===== config.mk =====
export PLATFORM = sky130hd
export DESIGN_NAME = fp_convert_sched
export DESIGN_NICKNAME = d
export VERILOG_FILES = /design/src/rtl/fp_convert_sched.sv
export SDC_FILE = /design/constraint.sdc
export NUM_CORES = 1
export LEC_CHECK = 0
export BUFFER_PORTS_ARGS = -buffer_cell sky130_fd_sc_hd__buf_2
export CAP_MARGIN = 20
export CORE_MARGIN = 5
export CORE_UTILIZATION = 45
export DETAILED_ROUTE_END_ITERATION = 12
export PLACE_DENSITY = 0.82
export SLEW_MARGIN = 30
export SYNTH_ARGS = -nofsm -noshare
export SYNTH_HDL_FRONTEND = slang
export SYNTH_SLANG_ARGS = --single-unit
export TNS_END_PERCENT = 1

===== constraint.sdc =====
create_clock -name clk -period 4.8 [get_ports clk]
set_input_delay 0.48 -clock clk [delete_from_list [all_inputs] [get_ports clk]]
set_output_delay 0.48 -clock clk [all_outputs]
set_load 0.01 [all_outputs]

===== src/rtl/fp_convert_sched.sv =====
// fp_convert_sched: time-shares one float-to-decimal converter among NREQ
// requesters. Round-robin grant, one operand in flight, result presented on a
// registered valid/ready port tagged with the requester id and an exponent
// range flag.
module fp_convert_sched #(
  parameter int NREQ     = 4,
  parameter int CONV_LAT = 1
) (
  input  logic                    clk,
  input  logic                    rst,
  input  logic [NREQ-1:0]         req_valid,
  input  logic [32*NREQ-1:0]      req_data,
  output logic [NREQ-1:0]         req_ready,
  output logic [31:0]             conv_a,
  input  logic [3:0]              conv_phan_nguyen,
  input  logic [9:0]              conv_phan_thapphan,
  input  logic [5:0]              conv_phan_mu,
  input  logic                    conv_sign_phanmu,
  input  logic                    conv_sign_out,
  output logic                    out_valid,
  input  logic                    out_ready,
  output logic [$clog2(NREQ)-1:0] out_id,
  output logic [3:0]              out_nguyen,
  output logic [9:0]              out_thapphan,
  output logic [5:0]              out_mu,
  output logic                    out_sign_mu,
  output logic                    out_sign,
  output logic                    out_range_err,
  output logic                    busy
);
  localparam int IDW = $clog2(NREQ);
  localparam int CW  = (CONV_LAT > 1) ? $clog2(CONV_LAT) : 1;

  typedef enum logic [1:0] {IDLE, WAIT, PRESENT} state_t;

  typedef struct packed {
    logic [3:0] nguyen;
    logic [9:0] thapphan;
    logic [5:0] mu;
    logic       sign_mu;
    logic       sign;
  } conv_res_t;

  state_t         state;
  logic [IDW-1:0] rr_ptr;
  logic [CW-1:0]  cnt;
  conv_res_t      res;

  logic           gnt_any;
  logic [IDW-1:0] gnt_idx;
  logic [31:0]    req_word [NREQ];

  // Split the flat operand bus into one word per requester.
  for (genvar i = 0; i < NREQ; i++) begin : g_word
    assign req_word[i] = req_data[32*i +: 32];
  end

  // Exponent is representable only when |E-127| fits the 6-bit magnitude;
  // zero/denormal and inf/NaN encodings are always flagged.
  function automatic logic range_err(input logic [7:0] e);
    int d;
    d = int'(e) - 127;
    return (e == 8'd0) || (e == 8'hFF) || (d > 63) || (d < -63);
  endfunction

  // Round-robin search: walk offsets from high to low so the lowest offset
  // from rr_ptr that is valid wins.
  always_comb begin
    int s;
    logic [IDW-1:0] j;
    s       = 0;
    j       = '0;
    gnt_any = 1'b0;
    gnt_idx = '0;
    for (int k = NREQ-1; k >= 0; k--) begin
      s = int'(rr_ptr) + k;
      if (s >= NREQ) s = s - NREQ;
      j = IDW'(s);
      if (req_valid[j]) begin
        gnt_any = 1'b1;
        gnt_idx = j;
      end
    end
  end

  // Accept strobe only while idle; suppressed during reset.
  always_comb begin
    req_ready = '0;
    if (!rst && state == IDLE && gnt_any) req_ready[gnt_idx] = 1'b1;
  end

  // Scheduler FSM: accept -> wait converter latency -> present result.
  always_ff @(posedge clk) begin
    if (rst) begin
      state         <= IDLE;
      rr_ptr        <= '0;
      cnt           <= '0;
      conv_a        <= '0;
      out_id        <= '0;
      res           <= '0;
      out_range_err <= 1'b0;
      out_valid     <= 1'b0;
    end else begin
      unique case (state)
        IDLE: begin
          if (gnt_any) begin
            conv_a        <= req_word[gnt_idx];
            out_id        <= gnt_idx;
            cnt           <= CW'(CONV_LAT - 1);
            out_range_err <= range_err(req_word[gnt_idx][30:23]);
            state         <= WAIT;
          end
        end
        WAIT: begin
          if (cnt != '0) begin
            cnt <= cnt - CW'(1);
          end else begin
            res       <= '{nguyen:   conv_phan_nguyen,
                           thapphan: conv_phan_thapphan,
                           mu:       conv_phan_mu,
                           sign_mu:  conv_sign_phanmu,
                           sign:     conv_sign_out};
            out_valid <= 1'b1;
            state     <= PRESENT;
          end
        end
        PRESENT: begin
          if (out_ready) begin
            out_valid <= 1'b0;
            rr_ptr    <= (out_id == IDW'(NREQ - 1)) ? '0 : out_id + IDW'(1);
            state     <= IDLE;
          end
        end
        default: state <= IDLE;
      endcase
    end
  end

  assign out_nguyen   = res.nguyen;
  assign out_thapphan = res.thapphan;
  assign out_mu       = res.mu;
  assign out_sign_mu  = res.sign_mu;
  assign out_sign     = res.sign;
  assign busy         = (state != IDLE);

endmodule

==> results.md, run 1 <==
- Worst Hold Class: in -> reg
- Fraction of layout cells with a size suffix above 1: 36.35%
- Final routed wire length divided by cell count: 13.95 um
- Seq/Total Area, Yosys: 37.65%
- P per Cell Area: 314.8 mW/mm^2
- Clock latency reported for the late side of the worst-skew pair: 0.32 ns
- DRC violations left: 0
- Drt pass-1 iters: 5
- Adder-cell share of the synthesized area: 0.3795%
- Vias in the first global route: 3914
- Drt total wl: 10940 um
- Total setup violations reported at the end of the flow: 0
- Number of enable flip-flop cells after synthesis: 0
- Post-synthesis instance area: 0.003297 sq mm
- Yosys cell types: 37
- Arr. time, crit path: 2.27 ns
- Synthesized-area fraction occupied by ao, oa, aoi and oai cells: 15.64%
- HPWL Detailed: 8365 um
- Post-CTS setup buffer count: 0
- Unrepaired setup endpoints after global routing: false
- Area share of and/or/nand/nor cells after synthesis: 35.86%
- Kind of critical path: in -> out
- First-pass GRT wire length: 16940 um
- Final worst slack: 2.046 ns
- Static power due to leakage: 2.318 nW
- Standard-cell row count: 31
- Transition time at the pin with the least slew margin: 0.8297 ns
- Peak ir drop on the vdd network: 0.0001596 V
- Count of buffers inserted at the top-level ports: 219
- Hold Violations, Final: 0
- Number of ports placed on the die boundary: 220
- Status: completed
- Detailed router's first-iteration violation count: 121
- Post-placement setup slack: 1.917 ns
- Time the final worst path needs with I/O delays and setup: 2.754 ns
- Antenna diode count: 0
- Setup crit start kind: input pin
- Highest net fanout along the worst path: 41
- Most common flop cell mapped by yosys: sky130_fd_sc_hd__dfxtp_1
- Area share of xor/xnor cells in the synthesized design: 0%
- Count of placed standard cells including taps: 768
- Gp weighted congestion: 0.8817
- Post-synth ARST share: 0%
- Most common cell after layout, fill and taps aside: sky130_fd_sc_hd__buf_2
- Post-cts hold buffer count: 0
- Max-slew violation total from the final report: 0
- Final global-route overflow total: 0
- Floorplan Core Area: 0.007176 sq mm
- Max Clk Rate: 0.3631 GHz
- Die Span X: 95.60 um
- Count of mapped cells out of synthesis: 483
- Mux cell area share after synthesis: 4.592%
- Number of cells in the finished layout apart from fillers: 784
- Worst rel slew slack: 44.69%
- Clock tree from TritonCTS: yes
- Seq cells post-synth: 62
- Overall power after layout: 1.443 mW
- Number of clock sinks: 62
- CTS root buf: sky130_fd_sc_hd__clkbuf_8
- Total CTS buffers: 9
- CTS H-tree depth: 3
- Critical path capture point type: primary output
- Top library cells by usage in the layout, fill and taps aside: sky130_fd_sc_hd__buf_2 (218), sky130_fd_sc_hd__nand2_1 (178), sky130_fd_sc_hd__nand3_1 (72)
- Data required time at the worst endpoint: 4.32 ns
- Area of all placed cells without fillers: 0.004584 sq mm
- Yosys warning total: 0
- GRT Util Overall: 23.42%
- Vias: 3988
- Final setup skew: 0.004797 ns
- Vert. Die Dim: 95.60 um
- Total Negative Setup Slacks: 0 ns
- Post-Syn Area per Cell: 6.826 sq um
- Via density: 5.087
- Max capacitance violation total: 0
- Clock slew at reported path FFs: 0.07 ns
- Post-placement cell area: 0.004393 sq mm
- Dominant combinational cell family by area after synthesis: simple AND/OR/NAND/NOR gates
- Synth-to-layout area growth: 39.05%
- CTS resizes: 0
- Number of nets produced by synthesis: 641
- Pin count of the biggest net entering global routing: 63
- Starting utilization of the core area: 45.95%
- Antenna violations before repair: 0
- Largest area contributor in the synthesized netlist: sky130_fd_sc_hd__dfxtp_1
- Number of nets still failing antenna checks after routing: 0
- Area of the die: 0.009138 sq mm
- Post-synth top area share: 37.65%
- Share of the clock period used by the worst path: 57.38%
- Fin nets: 838
- Leading post-synthesis cells by cell area: sky130_fd_sc_hd__dfxtp_1 (38%), sky130_fd_sc_hd__nand2_1 (20%), sky130_fd_sc_hd__nand3_1 (11%)
- CTS Buffer Depth: 2
## logic make-up after synthesis
group	Yosys count
AO/OA/AOI/OAI	85
adder cells (fa/ha/maj)	1
buffers and inverters	42
flip-flops	62
multiplexers	15
AND/OR/NAND/NOR	278
## synth_stat cells, types with 2 or more instances
cell                        number
sky130_fd_sc_hd__dfxtp_1        62
sky130_fd_sc_hd__nand2_1       178
sky130_fd_sc_hd__nand2b_1        4
sky130_fd_sc_hd__buf_2           7
sky130_fd_sc_hd__nor3_1          4
sky130_fd_sc_hd__nand3_1        72
sky130_fd_sc_hd__a21boi_0        6
sky130_fd_sc_hd__and3_1          4
sky130_fd_sc_hd__inv_1           4
sky130_fd_sc_hd__clkbuf_1       26
sky130_fd_sc_hd__nor2_1          9
sky130_fd_sc_hd__a2111oi_1       2
sky130_fd_sc_hd__a21oi_1        60
sky130_fd_sc_hd__mux2i_1        14
sky130_fd_sc_hd__buf_1           2
sky130_fd_sc_hd__a211o_1         3
sky130_fd_sc_hd__a211oi_1        6
## metrics by stage
| stage | util [%] | hold slack, ns |
|---|---|---|
| 6_report | 63.89 | 0.3882 |
| 2_1_floorplan | - | 0.4619 |
| 3_3_place_gp | 61.19 | 0.4385 |
| 5_1_grt | 63.89 | 0.3729 |
| 4_1_cts | 63.87 | 0.3686 |
| 3_5_place_dp | 61.22 | 0.4434 |
## where the power goes
group	switching, mW	internal, mW	leakage [nW]
registers	0.0292	0.568	0.510
clock network	0.200	0.238	0.0883
logic	0.238	0.170	1.72
## final timing paths
| kind | startpoint | to | slack (ns) | cells past startpoint |
|---|---|---|---|---|
| setup / recovery | req_valid[3] | req_ready[0] | 2.05 | 6 |
| hold / removal | conv_phan_thapphan[1] | out_thapphan[1]$_SDFFE_PP0P_ | 0.39 | 3 |
| setup reg to reg | rr_ptr[1]$_SDFFE_PP0P_ | out_range_err$_SDFFE_PP0P_ | 2.30 | 7 |
| hold reg to reg | conv_a[18]$_SDFFE_PP0P_ | conv_a[18]$_SDFFE_PP0P_ | 0.45 | 2 |
## worst max-delay path: stages
cell	delay (ns)
sky130_fd_sc_hd__buf_2	0.11
sky130_fd_sc_hd__nor2_1	0.34
sky130_fd_sc_hd__a31o_2	0.76
sky130_fd_sc_hd__nor2_1	0.19
sky130_fd_sc_hd__and3_1	0.25
sky130_fd_sc_hd__buf_2	0.14
## sequential cells by signal (all words and copies together) (netlist names), 2 cells and up
name	flops
conv_a	32
out_thapphan	10
out_mu	6
out_nguyen	4
out_id	2
rr_ptr	2
state	2
## final cells by class
class                      count  area [sq um]
clock inverter                 6         62.56
tap                           99         123.9
multi-input combinational    379          1878
fill                         657          2591
sequential                    62          1241
inverter                       4         15.01
clock buffer                  10         127.6
timing repair buffer         224          1136
## layer usage
| layer | vias up | wire length [um] | track usage [%] |
|---|---|---|---|
| met5 | - | 0 | 0 |
| met4 | 0 | 223 | 10.43 |
| met3 | 20 | 907 | 5.446 |
| met2 | 172 | 5513 | 41.63 |
| met1 | 1783 | 4291 | 26.42 |
| li1 | 2013 | - | - |
Power figures use the tool's default switching activity.
==> run 2: changes to the inputs <==
CORE_UTILIZATION = 38   (was 45)
PLACE_DENSITY = 0.74   (was 0.82)
clock period = 2.4 ns   (was 4.8 ns; I/O delays follow)
==> run 2 against run 1 <==
Effect of this change: clock power rose to 2.8 times the previous value; register-to-register slack worse by 2.1 ns; critical path depth up 2; wire length up 5.0%; final cell count up 2.0%; power up 130%; utilization down 8.6 points; worst hold slack worse by 0.25 ns; sequential share of layout area down 0.94 points; die area up 16%; non-clock buffer count up 7.
==> results.md, run 2 (synthesized netlist as in run 1, its figures left out) <==
- Status: completed
- CTS H-tree depth: 3 (unchanged)
- Die Span X: 103.1 um (+7.9%)
- Time the final worst path needs with I/O delays and setup: 2.219 ns
- Final global-route overflow total: 0 (unchanged)
- CTS root buf: sky130_fd_sc_hd__clkbuf_8
- Max capacitance violation total: 0 (unchanged)
- Number of cells on the worst reg-to-reg path: 8 (+1)
- Max-slew violation total from the final report: 0 (unchanged)
- Fill cell total of the finished layout: 829 (+26%)
- Max Clk Rate: 0.4507 GHz
- Peak ir drop on the vdd network: 0.0002399 V (+50%)
- Flip-flop count of the largest register after layout: 32 (unchanged)
- Fraction of layout cells with a size suffix above 1: 36.99% (+0.64 points)
- Drt pass-1 iters: 4 (-1)
- Starting utilization of the core area: 38.37% (-7.6 points)
- Total CTS buffers: 9 (unchanged)
- Antenna diode count: 0 (unchanged)
- First-pass GRT wire length: 17290 um (+2.1%)
- Area of the die: 0.01064 sq mm (+16%)
- Min-Delay Path Depth: 3 (unchanged)
- Critical path capture point type: register
- Standard-cell row count: 34 (+9.7%)
- Number of ports placed on the die boundary: 220 (unchanged)
- Unrepaired setup endpoints after global routing: false
- Static power due to leakage: 2.403 nW (+3.7%)
- Sequential standard cell area: 0.001241 sq mm (unchanged)
- Vias in the first global route: 3733 (-4.6%)
- Total Negative Setup Slacks: 0 ns (unchanged)
- Post-placement setup slack: 0.2016 ns (-1.716 ns)
- Final setup skew: 0.01008 ns (+0.005282 ns)
- Slowest Stage Delay on Critical Path: 0.41 ns (-0.35 ns)
- Transition time at the pin with the least slew margin: 0.8245 ns (-0.005151 ns)
- Clock tree from TritonCTS: yes
- Ordered cell list for the critical path: and2_4 -> o211ai_4 -> and2_2 -> buf_4 -> a211oi_1 -> a2111oi_1 -> nand4_1 -> a21oi_1
- Fin nets: 845 (+0.84%)
- Gp weighted congestion: 0.8822 (about the same)
- CTS Buffer Depth: 2 (unchanged)
- Post-cts hold buffer count: 0 (unchanged)
- Worst Hold Class: in -> reg
- Most flops, register: conv_a
- Hold Violations, Final: 0 (unchanged)
- Vert. Die Dim: 103.1 um (+7.9%)
- Antenna violations before repair: 1 (+1)
- Arr. time, crit path: 2.48 ns (+0.21 ns)
- Number of nets still failing antenna checks after routing: 0 (unchanged)
- Stages on the worst setup path: 8 (+2)
- Floorplan Core Area: 0.008593 sq mm (+20%)
- Most common cell after layout, fill and taps aside: sky130_fd_sc_hd__buf_2
- Setup crit start kind: register
- Total setup violations reported at the end of the flow: 0 (unchanged)
- Buffering stage count on the worst path with inverters included: 1 (-1)
- Final routed wire length divided by cell count: 14.35 um (+2.9%)
- P per Cell Area: 689.0 mW/mm^2 (+120%)
- Worst rel slew slack: 45.03% (+0.34 points)
- HPWL Detailed: 8755 um (+4.7%)
- Kind of critical path: reg -> reg
- Detailed router's first-iteration violation count: 176 (+45%)
- Via density: 4.991 (-1.9%)
- Cell with the largest stage delay on the worst path: sky130_fd_sc_hd__and2_2
- Pin count of the biggest net entering global routing: 62 (-1.6%)
- Share of the clock period used by the worst path: 92.45%
- Final worst slack: 0.1812 ns (-1.865 ns)
- DRC violations left: 0 (unchanged)
- GRT Util Overall: 20.63% (-2.8 points)
- Data required time at the worst endpoint: 2.66 ns (-1.66 ns)
- Number of clock sinks: 62 (unchanged)
- Clock slew at reported path FFs: 0.07 ns (about the same)
- Drt total wl: 11480 um (+5.0%)
- Vias: 3993 (+0.13%)
- Area occupied by multi-input gates: 0.001886 sq mm (+0.40%)
- Clock latency reported for the late side of the worst-skew pair: 0.34 ns (+0.02 ns)
- Count of buffers inserted at the top-level ports: 219 (unchanged)
- Synth-to-layout area growth: 44.06%
- Highest net fanout along the worst path: 15 (-63%)
- Top library cells by usage in the layout, fill and taps aside: sky130_fd_sc_hd__buf_2 (219), sky130_fd_sc_hd__nand2_1 (178), sky130_fd_sc_hd__nand3_1 (72)
- Crit path max-delay family: compound AO/OA/AOI/OAI gates
- Post-CTS setup buffer count: 0 (unchanged)
-- run 2: changes by cell type in the layout (fill, tap and decap cells not counted), moves of 2 or more --
cell	change
sky130_fd_sc_hd__bufinv_16	+3
sky130_fd_sc_hd__buf_4	+4
sky130_fd_sc_hd__clkinv_4	+3
sky130_fd_sc_hd__clkinvlp_4	-3
sky130_fd_sc_hd__clkinv_2	-2
-- run 2: tightest hold or removal path: stages --
cell and delay (ns):
sky130_fd_sc_hd__buf_2 0.09, sky130_fd_sc_hd__nand2_1 0.04, sky130_fd_sc_hd__a21oi_1 0.05
-- run 2: power by group --
group          internal (mW)  leakage (nW)  total, mW  switching (mW)
Combinational          0.359          1.76      0.846           0.487
Clock                  0.800         0.134       1.23           0.433
Sequential              1.14         0.510       1.19          0.0563
Total                   2.30          2.40       3.27           0.977
-- run 2: worst paths after layout --
| path | from | end | slack (ns) |
|---|---|---|---|
| worst min-delay path | conv_phan_thapphan[0] | out_thapphan[0]$_SDFFE_PP0P_ | 0.14 |
| worst max register to register | rr_ptr[1]$_SDFFE_PP0P_ | out_range_err$_SDFFE_PP0P_ | 0.18 |
| worst min register to register | out_nguyen[1]$_SDFFE_PP0P_ | out_nguyen[1]$_SDFFE_PP0P_ | 0.45 |
| worst max-delay path | rr_ptr[1]$_SDFFE_PP0P_ | out_range_err$_SDFFE_PP0P_ | 0.18 |
-- run 2: timing repair --
item                                   CTS  global route
endpoints found under the hold margin    0             0
setup endpoints to repair                0             2
gates resized for setup                  0             1
-- run 2: layer usage --
layer / vias up / wire length [um] / global-route usage, %
li1: 2030 / - / -
met5: - / 13 / 0
met3: 25 / 1174 / 6.969
met2: 180 / 5455 / 34.53
met4: 2 / 242 / 7.072
met1: 1756 / 4597 / 24.71
-- run 2: per-stage QoR --
stage               hold WS (ns)  instances  cell area, sq um  util, %  total power [mW]
CTS                       0.1148        800              4746    55.23             3.311
global placement          0.4382        784              4476    52.08             2.047
finish                    0.1359        800              4750    55.27             3.273
global route              0.1220        800              4750    55.27             3.468
floorplan                 0.3760        483              3297        -             1.703
detailed placement        0.4445        784              4476    52.08             2.067
-- run 2: area by class of cell --
| cell class | instances | share of cell area, % |
|---|---|---|
| repair buffers | 231 | 25.32 |
| multi-input cells | 379 | 39.70 |
| inverters | 4 | 0.3161 |
| clock inverters | 7 | 3.082 |
| clock buffers | 9 | 2.608 |
| well taps | 108 | 2.845 |
| flip-flops and latches | 62 | 26.13 |
